--- src/rtl/core_pkg.sv ---
`default_nettype none
// ============================================================================
// core_pkg : shared ALU control codes, M-extension funct3 and sequencer states
// Rev 1.0
// ============================================================================
package core_pkg;

  localparam logic [3:0] ALU_AND = 4'b0000;
  localparam logic [3:0] ALU_OR  = 4'b0001;
  localparam logic [3:0] ALU_ADD = 4'b0010;
  localparam logic [3:0] ALU_SUB = 4'b0110;
  localparam logic [3:0] ALU_SLT = 4'b0111;

  localparam logic [2:0] F3_MUL   = 3'b000;
  localparam logic [2:0] F3_MULHU = 3'b011;
  localparam logic [2:0] F3_DIVU  = 3'b101;
  localparam logic [2:0] F3_REMU  = 3'b111;

  localparam logic [1:0] SEQ_IDLE = 2'd0;
  localparam logic [1:0] SEQ_ITER = 2'd1;
  localparam logic [1:0] SEQ_DONE = 2'd2;

endpackage
`default_nettype wire

--- src/rtl/alu_muldiv_seq.sv ---
`default_nettype none
// ============================================================================
// alu_muldiv_seq : iterative unsigned MUL/MULHU/DIVU/REMU on the shared ALU
// Rev 1.0
// ============================================================================
module alu_muldiv_seq
  import core_pkg::*;
#(
  parameter int WIDTH = 32
) (
  input  logic             clk_i,
  input  logic             rst_i,
  input  logic             start_i,
  input  logic [2:0]       funct3_i,
  input  logic [WIDTH-1:0] src1_i,
  input  logic [WIDTH-1:0] src2_i,
  input  logic             kill_i,
  output logic             busy_o,
  output logic             done_o,
  output logic [WIDTH-1:0] result_o,
  output logic             alu_own_o,
  output logic [WIDTH-1:0] alu_src1_o,
  output logic [WIDTH-1:0] alu_src2_o,
  output logic [3:0]       alu_ctrl_o,
  input  logic [WIDTH-1:0] alu_result_i
);

  localparam int CNT_W = $clog2(WIDTH) + 1;

  logic [1:0]       r_state;
  logic [CNT_W-1:0] r_cnt;
  logic             r_is_div;
  logic             r_hi;
  logic             r_bad;
  logic [WIDTH-1:0] r_acc;
  logic [WIDTH-1:0] r_lo;
  logic [WIDTH-1:0] r_opnd;
  logic [WIDTH-1:0] r_result;
  logic [WIDTH-1:0] r_alu_src1;
  logic [WIDTH-1:0] r_alu_src2;
  logic [3:0]       r_alu_ctrl;

  logic             w_supported;
  logic             w_iter;
  logic             w_carry;
  logic [WIDTH-1:0] w_div_r;
  logic             w_take;
  logic [WIDTH-1:0] w_src1;
  logic [WIDTH-1:0] w_src2;
  logic [3:0]       w_ctrl;
  logic [WIDTH-1:0] w_acc_nxt;
  logic [WIDTH-1:0] w_lo_nxt;
  logic [WIDTH-1:0] w_final;

  always_comb begin
    case (funct3_i)
      F3_MUL, F3_MULHU, F3_DIVU, F3_REMU: w_supported = 1'b1;
      default:                            w_supported = 1'b0;
    endcase
  end

  assign w_iter  = (r_state == SEQ_ITER);
  assign w_carry = (alu_result_i < r_acc);
  // Divide: restoring step on the (WIDTH+1)-bit shifted remainder {r_acc[MSB], w_div_r}.
  assign w_div_r = {r_acc[WIDTH-2:0], r_lo[WIDTH-1]};
  assign w_take  = r_acc[WIDTH-1] | (w_div_r >= r_opnd);

  always_comb begin
    if (r_is_div) begin
      w_src1    = w_div_r;
      w_src2    = r_opnd;
      w_ctrl    = ALU_SUB;
      w_acc_nxt = w_take ? alu_result_i : w_div_r;
      w_lo_nxt  = {r_lo[WIDTH-2:0], w_take};
    end else begin
      w_src1    = r_acc;
      w_src2    = r_lo[0] ? r_opnd : '0;
      w_ctrl    = ALU_ADD;
      w_acc_nxt = {w_carry, alu_result_i[WIDTH-1:1]};
      w_lo_nxt  = {alu_result_i[0], r_lo[WIDTH-1:1]};
    end
  end

  // Upper half / remainder lives in r_acc, low half / quotient in r_lo.
  assign w_final = r_bad ? '0 : (r_hi ? r_acc : r_lo);

  always_ff @(posedge clk_i) begin
    if (rst_i) begin
      r_state    <= SEQ_IDLE;
      r_cnt      <= '0;
      r_is_div   <= 1'b0;
      r_hi       <= 1'b0;
      r_bad      <= 1'b0;
      r_acc      <= '0;
      r_lo       <= '0;
      r_opnd     <= '0;
      r_result   <= '0;
      r_alu_src1 <= '0;
      r_alu_src2 <= '0;
      r_alu_ctrl <= ALU_ADD;
    end else begin
      case (r_state)
        SEQ_IDLE: begin
          if (start_i) begin
            r_is_div <= funct3_i[2];
            r_hi     <= funct3_i[1];
            r_bad    <= ~w_supported;
            r_acc    <= '0;
            r_lo     <= funct3_i[2] ? src1_i : src2_i;
            r_opnd   <= funct3_i[2] ? src2_i : src1_i;
            r_cnt    <= w_supported ? CNT_W'(WIDTH) : '0;
            r_state  <= w_supported ? SEQ_ITER : SEQ_DONE;
          end
        end
        SEQ_ITER: begin
          r_alu_src1 <= w_src1;
          r_alu_src2 <= w_src2;
          r_alu_ctrl <= w_ctrl;
          if (kill_i) begin
            r_state <= SEQ_IDLE;
          end else begin
            r_acc <= w_acc_nxt;
            r_lo  <= w_lo_nxt;
            r_cnt <= r_cnt - CNT_W'(1);
            if (r_cnt == CNT_W'(1)) r_state <= SEQ_DONE;
          end
        end
        SEQ_DONE: begin
          r_state <= SEQ_IDLE;
          if (!kill_i) r_result <= w_final;
        end
        default: r_state <= SEQ_IDLE;
      endcase
    end
  end

  assign busy_o     = (r_state != SEQ_IDLE);
  assign done_o     = (r_state == SEQ_DONE) && !kill_i;
  assign result_o   = done_o ? w_final : r_result;
  assign alu_own_o  = w_iter;
  assign alu_src1_o = w_iter ? w_src1 : r_alu_src1;
  assign alu_src2_o = w_iter ? w_src2 : r_alu_src2;
  assign alu_ctrl_o = w_iter ? w_ctrl : r_alu_ctrl;

endmodule
`default_nettype wire
--- config.mk ---
export PLATFORM = sky130hd
export DESIGN_NAME = alu_muldiv_seq
export DESIGN_NICKNAME = d
export VERILOG_FILES = /design/src/rtl/core_pkg.sv /design/src/rtl/alu_muldiv_seq.sv
export SDC_FILE = /design/constraint.sdc
export NUM_CORES = 1
export LEC_CHECK = 0
export BUFFER_PORTS_ARGS = -buffer_cell sky130_fd_sc_hd__buf_2
export CORE_MARGIN = 2
export CORE_UTILIZATION = 40
export CTS_BUF_LIST = sky130_fd_sc_hd__clkbuf_16
export DETAILED_ROUTE_END_ITERATION = 6
export PLACE_DENSITY = 0.59
export SYNTH_ARGS = -nofsm -noshare
export SYNTH_HDL_FRONTEND = slang
export SYNTH_SLANG_ARGS = --single-unit
export TNS_END_PERCENT = 1
--- constraint.sdc ---
create_clock -name clk_i -period 6.3 [get_ports clk_i]
set_input_delay 0.315 -clock clk_i [delete_from_list [all_inputs] [get_ports clk_i]]
set_output_delay 0.315 -clock clk_i [all_outputs]
set_load 0.005 [all_outputs]
# Yosys cells after proc, flatten, opt, wreduce, memory -nomap -nowiden
# Index checks and enable logic that the tools add are counted.
# totals
reg_bits,207
latchBits,0
mem_bits_rw,0
rom_bits,0
inputBits,103
out_inout_bits,103
elab_cells,69
mem_count,0
# op_classes
add_sub_neg,1
n_mul,0
div,0
order_cmp,2
n_eq_ne,9
shifts,0
n_mux,31
n_bitwise,3
reduce_logical,11
# op_table
operator,n
$mux W32,17
$pmux W32 S2,2
$ge A32 B32 Y1,1
$lt A32 B32 Y1,1
$mux W6,3
$pmux W6 S2,1
$mux W2,4
$eq A3 B3 Y1 const B,2
$eq A6 B1 Y1 const B,1
$reduce_and A2 Y1,3
$sub A6 B1 Y6 const B,1
$mux W4,1
$ne A2 B2 Y1 const B,2
$pmux W2 S2,1
$reduce_bool A2 Y1,2
$reduce_or A4 Y1,1
$eq A3 B2 Y1 const B,1
$logic_not A3 Y1,1
$mux W3,1
$ne A3 B2 Y1 const B,1
$reduce_and A3 Y1,1
$eq A2 B1 Y1 const B,1
$eq A2 B2 Y1 const B,1
$logic_not A2 Y1,1
other kinds (5),6

# Logic depth before layout (Yosys ltp)
# Gate-level depths: netlist (run 1).
# depth
depth_word,6
depth_mapped,10
ltp_nobuf,9

# Least setup slack after synthesis (run 1)
# No wires, ideal clock.
# synth_timing
path_type,flip-flop to flip-flop
startpoint,register r_lo[31]
endpoint,register r_lo[0]
setup_ns,0.117
arrival_ns,2.355
required_time_ns,6.183
slack_ns,3.827
stages_incl_launch_ff,11
path_buffers,1
period_less_slack_ns,2.473
cell_sequence,dfxtp_1 -> inv_1 -> ha_1 -> nand2b_1 -> a211oi_1 -> o211ai_1 -> a211o_1 -> a211oi_4 -> buf_8 -> nand3_2 -> a32o_1
# synth_via
elab_chain_cells,5
# synth_lines
item,line_no,rtl
"start, declared",alu_muldiv_seq.sv:36,logic [WIDTH-1:0] r_lo;
"start signal, assigned",alu_muldiv_seq.sv:109,r_lo <= funct3_i[2] ? src1_i : src2_i;
"start signal, assigned",alu_muldiv_seq.sv:123,r_lo <= w_lo_nxt;
$ge A32 B32 Y1,alu_muldiv_seq.sv:66,assign w_take = r_acc[WIDTH-1] | (w_div_r >= r_opnd);
$or A1 B1 Y1,alu_muldiv_seq.sv:66,
$mux W32,alu_muldiv_seq.sv:69,if (r_is_div) begin
$mux W32,alu_muldiv_seq.sv:119,if (kill_i) begin
$pmux W32 S2,alu_muldiv_seq.sv:102,case (r_state)
# No other way between the ends. The select of a mux whose other input is x is not followed.
# A chain may end at the register's enable or synchronous reset.

# Final worst setup path (run 1)
# layout_timing
startpoint,register r_lo[31]
endpoint,register r_acc[4]
# layout_via
elab_chain_cells,6
# layout_lines
item,line_no,rtl
$ge A32 B32 Y1,alu_muldiv_seq.sv:66,
$or A1 B1 Y1,alu_muldiv_seq.sv:66,
$mux W32,alu_muldiv_seq.sv:73,w_acc_nxt = w_take ? alu_result_i : w_div_r;
$mux W32,alu_muldiv_seq.sv:69,
$mux W32,alu_muldiv_seq.sv:119,
$pmux W32 S2,alu_muldiv_seq.sv:102,
"end signal, assigned",alu_muldiv_seq.sv:122,r_acc <= w_acc_nxt;
"end, declared",alu_muldiv_seq.sv:35,logic [WIDTH-1:0] r_acc;
# No other way between the ends. The select of a mux whose other input is x is not followed.

==> results of run 1 <==
cell type report:
| class | count | area (um2) |
|---|---|---|
| fillers | 2759 | 14520 |
| multi-input cells | 927 | 6578 |
| flip-flops and latches | 207 | 4149 |
| repair buffers | 219 | 1134 |
| clock buffers | 25 | 625.6 |
| well taps | 378 | 473.0 |
| inverters | 71 | 266.5 |
| clock inverters | 19 | 192.7 |
sequential cells by signal, summed over array words and instances, names as in the netlist:
signal,cells
r_alu_src1,32
r_cnt,6
r_alu_ctrl,4
r_is_div,1
r_state,2
r_result,32
r_lo,32
r_bad,1
r_hi,1
r_acc,32
r_opnd,32
r_alu_src2,32
cells in the final DEF (no fill, tap or decap), types with 3 or more instances in the layout:
cell type and count:
a211oi_1 97, mux2i_1 160, o21ai_1 28, buf_4 15, a22o_1 32, clkinv_2 3, ha_1 65, nand2b_1 4
nor4_1 3, and2_1 98, nor3_1 16, clkinv_1 5, clkbuf_16 25, and3_1 4, bufinv_16 4, nor2_1 81
a2111oi_0 3, nand4_1 8, nor2b_1 32, nand3_1 5, nand2_1 87, a21o_1 9, o31ai_1 32, buf_2 204
o21ai_0 47, a21oi_1 54, inv_1 73, a22oi_1 31, dfxtp_1 205, xnor2_1 3
metal layers:
metal  part of all wire  up-vias  global-route usage  wire length, um
met5                  0        -                   0                0
met4              0.022        0             0.05438              715
met3              0.047       43             0.02924             1539
met2               0.44      256              0.3355            14460
met1               0.49     4676              0.2972            15790
li1                   -     4955                   -                -
how the worst max path moves through the flow:
stage,slack [ns],startpoint,cells after the start,end
2_1_floorplan,3.83,r_lo[31]$_SDFFE_PP0P_,10,r_lo[0]$_SDFFE_PP0P_
3_3_place_gp,3.29,r_acc[4]$_SDFFE_PP0P_,9,r_acc[6]$_SDFFE_PP0P_
3_5_place_dp,3.25,r_acc[4]$_SDFFE_PP0P_,9,r_acc[6]$_SDFFE_PP0P_
4_1_cts,3.23,r_lo[31]$_SDFFE_PP0P_,10,r_acc[0]$_SDFFE_PP0P_
5_1_grt,3.06,r_acc[4]$_SDFFE_PP0P_,9,r_acc[2]$_SDFFE_PP0P_
6_report,3.25,r_lo[31]$_SDFFE_PP0P_,10,r_acc[4]$_SDFFE_PP0P_
synth_stat cells, types with 2 or more instances:
cell,count
and2_1,99
nor2b_1,32
buf_1,11
clkbuf_1,86
xnor2_1,3
a22oi_1,31
ha_1,65
nand4_1,8
nand2b_1,5
inv_1,71
dfxtp_1,207
nor3_1,16
buf_2,2
or2_2,2
or3_1,2
nor2_1,84
o22ai_1,2
o211ai_1,2
a211oi_1,97
and3_1,4
mux2i_1,160
a21o_1,9
o31ai_1,32
nor4_1,4
buf_8,3
o21ai_1,28
a21oi_1,54
a22o_1,32
nand3_1,5
a2111oi_0,3
nand2_1,88
o21ai_0,47
stage by stage:
step	cells	area (um2)	util
2_1_floorplan	1308	11380	-
3_3_place_gp	1802	12600	0.4510
3_5_place_dp	1802	12600	0.4510
4_1_cts	1846	13420	0.4803
5_1_grt	1846	13420	0.4803
6_report	1846	13420	0.4803
worst min-delay path, cell delays in order:
cell	delay (ns)
buf_2	0.11
nand2_1	0.05
a21oi_1	0.05
where the power goes:
part           internal [mW]  switching [mW]
Sequential              1.37          0.0759
Combinational          0.214           0.312
Clock                  0.880           0.561
Total                   2.46           0.950
cells by family after synthesis:
logic type / after synthesis
and+or+nand+nor: 352
AOI/OAI and AO/OA: 346
DFF: 207
buffers and inverters: 174
muxes: 160
adders and majority gates: 65
xor gates and xnor gates: 4
==> flow_metrics.py, run 1 <==
metrics = {
    "worst_setup_path": {
        "crit_buf_inv": 2,
        "reg2regPathDepth": 10,
        "path_cells": "inv_1 > ha_1 > nand2b_1 > a211oi_1 > o211ai_1 > a211o_1 > a211oi_4 > buf_4 > mux2i_1 > o21ai_1",
        "worstSetupPathType": "reg2reg",
        "worstPathMaxFanout": 33,
        "cp-end-kind": "flip-flop",
        "r2r_end": "r_acc[4]$_SDFFE_PP0P_",
        "crit_family": "compound AO/OA/AOI/OAI gates",
        "r2r_setup_slack_ns": 3.25,
        "critPathSlowestCell": "buf_4",
        "slowest_delay_ns": 0.52,
        "r2r-start": "r_lo[31]$_SDFFE_PP0P_",
        "cp.arrival_ns": 3.41,
        "cp-start-kind": "flip-flop",
        "required_ns": 6.66,
    },
    "clocking": {
        "clkTransAtPathRegs_ns": 0.06,
        "cts.sink_count": 207,
        "cts_resized": 0,
        "cts-buffers-inserted": 24,
        "tritoncts": "yes",
        "post_cts_buffers": 0,
        "ctsHoldBuffers": 0,
        "htree_levels": 1,
        "clk_latency_ns": 0.52,
        "cts.path.max_buffers": 3,
        "cts-root-buf": "clkbuf_16",
    },
    "synth": {
        "synth_area_leaders": "dfxtp_1 (36%), mux2i_1 (14%), ha_1 (7.1%), a211oi_1 (6.4%), and2_1 (5.4%)",
        "syn-cell-area_um2": 11380,
        "synth_top_family_by_area": "compound AO/OA/AOI/OAI gates",
        "synth_warnings": 0,
        "yosysSeqAreaShare": 0.3640,
        "ys_ff_latch": 207,
        "muxShareOfSynthArea": 0.1407,
        "synth-async-reset-ratio": 0,
        "synth_compound_area_frac": 0.2060,
        "synthSimpleGateAreaFrac": 0.1540,
        "synth.largest_area_cell": "dfxtp_1",
        "synth_cell_types": 46,
        "syn_inst": 1308,
        "synthXorXnorAreaFrac": 0.003077,
        "synth.top_cell.area_share": 0.3640,
        "synthesis.nets": 1476,
        "synth-main-ff-cell": "dfxtp_1",
        "synth-edff-count": 0,
        "syn_avg_cell_area_um2": 8.704,
        "synthAdderAreaFrac": 0.07144,
    },
    "route": {
        "vias": 9930,
        "wire_per_inst_um": 17.61,
        "totalWireLength_mm": 32.51,
        "drc": 0,
        "viasPerCell": 5.379,
        "final_antenna_net_count": 0,
        "drtIter0Drc": 591,
        "firstDrtPassIters": 5,
    },
    "sta": {
        "fin_setup_tns_ns": 0,
        "rsz0062_at_grt": "false",
        "setup_violations": 0,
        "worstMarginPinSlew_ns": 1.118,
        "worst_slew_margin_rel": 0.2528,
        "fin_crit_ns": 3.052,
        "timing.fmax_ghz": 0.3276,
        "whs_ns": 0.06433,
        "hold_violations": 0,
        "fin_ws_ns": 3.248,
        "fin_crit_sh": 0.4845,
        "clock_skew_ns": 0.01462,
        "slew_viol_final": 0,
    },
    "pwr": {
        "max-vdd-ir-drop_mv": 0.1598,
        "p_total_mw": 3.412,
        "static-leakage-power_nw": 5.683,
        "power_density_nw_per_um2": 254.3,
    },
    "grt": {
        "grt_use_total": 0.2097,
        "grt_pass1_vias": 9233,
        "grt_max_degree": 86,
        "grt.overflow.total": 0,
        "antenna_found_initial": 0,
        "grt_pass1_wl_mm": 50.98,
    },
    "die": {
        "rows": 61,
        "io_pins": 206,
        "die_width_um": 172.7,
        "coreArea_um2": 27930,
        "die_y_um": 172.7,
        "start_util": 0.4076,
        "die_area_um2": 29830,
    },
    "cells_and_area": {
        "nNetsFinal": 1618,
        "drive_gt1_frac": 0.1839,
        "antenna_cells": 0,
        "area_growth_pct": 17.86,
    },
    "min_path": {
        "worstHoldPathCells": 3,
        "hp-start": "funct3_i[1]",
        "hp-class": "in2reg",
        "hold_end": "r_hi$_SDFFE_PP0P_",
    },
    "place": {
        "gp_congestion": 0.7902,
        "pre_cts_ws_ns": 3.251,
        "io_buffers": 205,
        "hpwl_mm": 22.98,
    },
    "job": {
        "drv_cap": 0,
    },
    "outcome": {
        "status": "finished clean",
    },
}
Note: power is estimated with default switching activity, not from simulation.
==> run 2, diff against run 1 <==
==> constraint.sdc (replaced) <==
create_clock -name clk_i -period 2.96 [get_ports clk_i]
set_input_delay 0.148 -clock clk_i [delete_from_list [all_inputs] [get_ports clk_i]]
set_output_delay 0.148 -clock clk_i [all_outputs]
set_load 0.005 [all_outputs]
==> run 2 against run 1 <==
Effect of this change: non-clock buffer count rose by 100; clock power rose by 100%; combinational power rose by 140%; sequential power rose by 110%; clock-buffer cell count fell by 2; clock skew rose by 0.0091 ns; worst hold slack got worse by 0.056 ns; setup slack got worse by 2.9 ns; sequential share of layout area fell by 2.0 points; critical path type is now reg2out; critical endpoint is now result_o[23].
==> flow_metrics.py, run 2 (same netlist as run 1, synthesis figures left out) <==
metrics = {
    "outcome": {
        "status": "finished clean",
    },
    "cells_and_area": {
        "nNetsFinal": 1717,
        "area_growth_pct": 25.99,
        "multiInputGateArea_um2": 6578,
        "drive_gt1_frac": 0.1891,
        "seq_area_um2": 4149,
        "layout_commonest_cell": "dfxtp_1",
        "fill_cells": 2702,
        "antenna_cells": 0,
        "final_cell_mix": "dfxtp_1 (205), buf_2 (204), mux2i_1 (160)",
        "finish.instance_area_um2": 14340,
    },
    "worst_setup_path": {
        "worstPathMaxFanout": 43,
        "cp.arrival_ns": 2.51,
        "cp-end-kind": "primary output",
        "cp-start-kind": "flip-flop",
        "required_ns": 2.81,
        "worstSetupPathType": "reg2out",
    },
    "route": {
        "drtIter0Drc": 730,
        "firstDrtPassIters": 5,
        "final_antenna_net_count": 0,
        "wire_per_inst_um": 18.51,
        "drc": 0,
        "vias": 10404,
        "totalWireLength_mm": 35.96,
        "viasPerCell": 5.355,
    },
    "sta": {
        "timing.fmax_ghz": 0.3768,
        "hold_violations": 0,
        "setup_violations": 0,
        "fin_crit_sh": 0.8965,
        "slew_viol_final": 0,
        "clock_skew_ns": 0.02375,
        "fin_setup_tns_ns": 0,
        "rsz0062_at_grt": "false",
        "worst_slew_margin_rel": 0.4055,
        "worstMarginPinSlew_ns": 0.8886,
        "fin_ws_ns": 0.3063,
        "fin_crit_ns": 2.654,
    },
    "job": {
        "drv_cap": 0,
    },
    "clocking": {
        "cts.path.max_buffers": 3,
        "clk_latency_ns": 0.53,
        "cts-root-buf": "clkbuf_16",
        "tritoncts": "yes",
        "clkTransAtPathRegs_ns": 0.06,
        "htree_levels": 1,
        "cts.sink_count": 207,
        "cts-buffers-inserted": 23,
    },
    "grt": {
        "grt_max_degree": 80,
        "grt_pass1_vias": 9790,
        "antenna_found_initial": 0,
        "grt.overflow.total": 0,
        "grt_pass1_wl_mm": 55.36,
        "grt_use_total": 0.2304,
    },
    "place": {
        "placed_cell_area_um2": 12890,
        "hpwl_mm": 25.65,
        "io_buffers": 205,
        "pre_cts_ws_ns": 0.3302,
        "gp_congestion": 0.8867,
    },
    "die": {
        "rows": 61,
        "die_area_um2": 29830,
        "die_y_um": 172.7,
        "io_pins": 206,
        "die_width_um": 172.7,
        "coreArea_um2": 27930,
        "start_util": 0.4076,
    },
    "min_path": {
        "hp-class": "in2reg",
    },
    "pwr": {
        "static-leakage-power_nw": 6.136,
        "power_density_nw_per_um2": 507.7,
        "max-vdd-ir-drop_mv": 0.4280,
    },
}
[run 2: cell count changes in the layout (fill, tap and decap cells not counted)]
cell	previous run	this run
clkinv_1	5	3
clkinv_4	1	0
buf_4	15	40
dlygate4sd3_1	0	70
inv_1	73	76
clkinvlp_4	2	1
buf_12	0	5
clkbuf_16	25	23
[run 2: metrics by stage]
stage	std cells	utilization	power, mW	hold WS (ns)
2_1_floorplan	1308	-	3.894	0.2790
3_3_place_gp	1832	0.4613	4.300	0.4129
3_5_place_dp	1832	0.4613	4.321	0.4181
4_1_cts	1943	0.5135	7.337	0.001823
5_1_grt	1943	0.5135	7.583	0.008576
6_report	1943	0.5135	7.282	0.008734
[run 2: layout make-up]
class	count	area share
Timing Repair Buffer	319	0.1479
Multi-Input combinational cell	927	0.4586
Inverter	71	0.01858
Sequential cell	207	0.2893
Tap cell	378	0.03297
Clock inverter	18	0.01256
Clock buffer	23	0.04013
[run 2: final timing paths]
check | cells after the start | from | slack, ns | to
setup reg to reg | 9 | r_acc[4]$_SDFFE_PP0P_ | 0.33 | r_acc[0]$_SDFFE_PP0P_
hold / removal | 3 | src1_i[11] | 0.009 | r_opnd[11]$_SDFFE_PP0P_
hold reg to reg | 2 | r_alu_ctrl[2]$_SDFF_PP0_ | 0.47 | r_alu_ctrl[2]$_SDFF_PP0_
setup / recovery | 5 | r_state[0]$_SDFFE_PP0P_ | 0.31 | result_o[23]
[run 2: repair_timing]
item,4_1_cts,5_1_grt
resized for setup,0,0
setup endpoints to repair,0,0
setup buffers,0,0
hold endpoints to repair,52,0
hold buffers,70,0
[run 2: metal layers]
| layer | track usage | routed length (um) |
|---|---|---|
| met1 | 0.3423 | 18050 |
| met2 | 0.3581 | 15580 |
| met3 | 0.02880 | 1697 |
| met4 | 0.04555 | 630 |
| met5 | 0 | 0 |
[run 2: where the power goes]
part           switching [mW]  leakage, nW  total [mW]  internal [mW]
combinational           0.730         4.06        1.28          0.554
sequential              0.150         1.68        3.06           2.91
clock                    1.18        0.394        2.93           1.75
total                    2.06         6.14        7.28           5.22
[run 2: worst max-delay path: stages, from the launching register on]
cell and delay [ns]:
dfxtp_1 0.34, nor2_1 0.13, nand2_2 0.51, buf_4 0.45, o31ai_1 0.36, buf_2 0.18
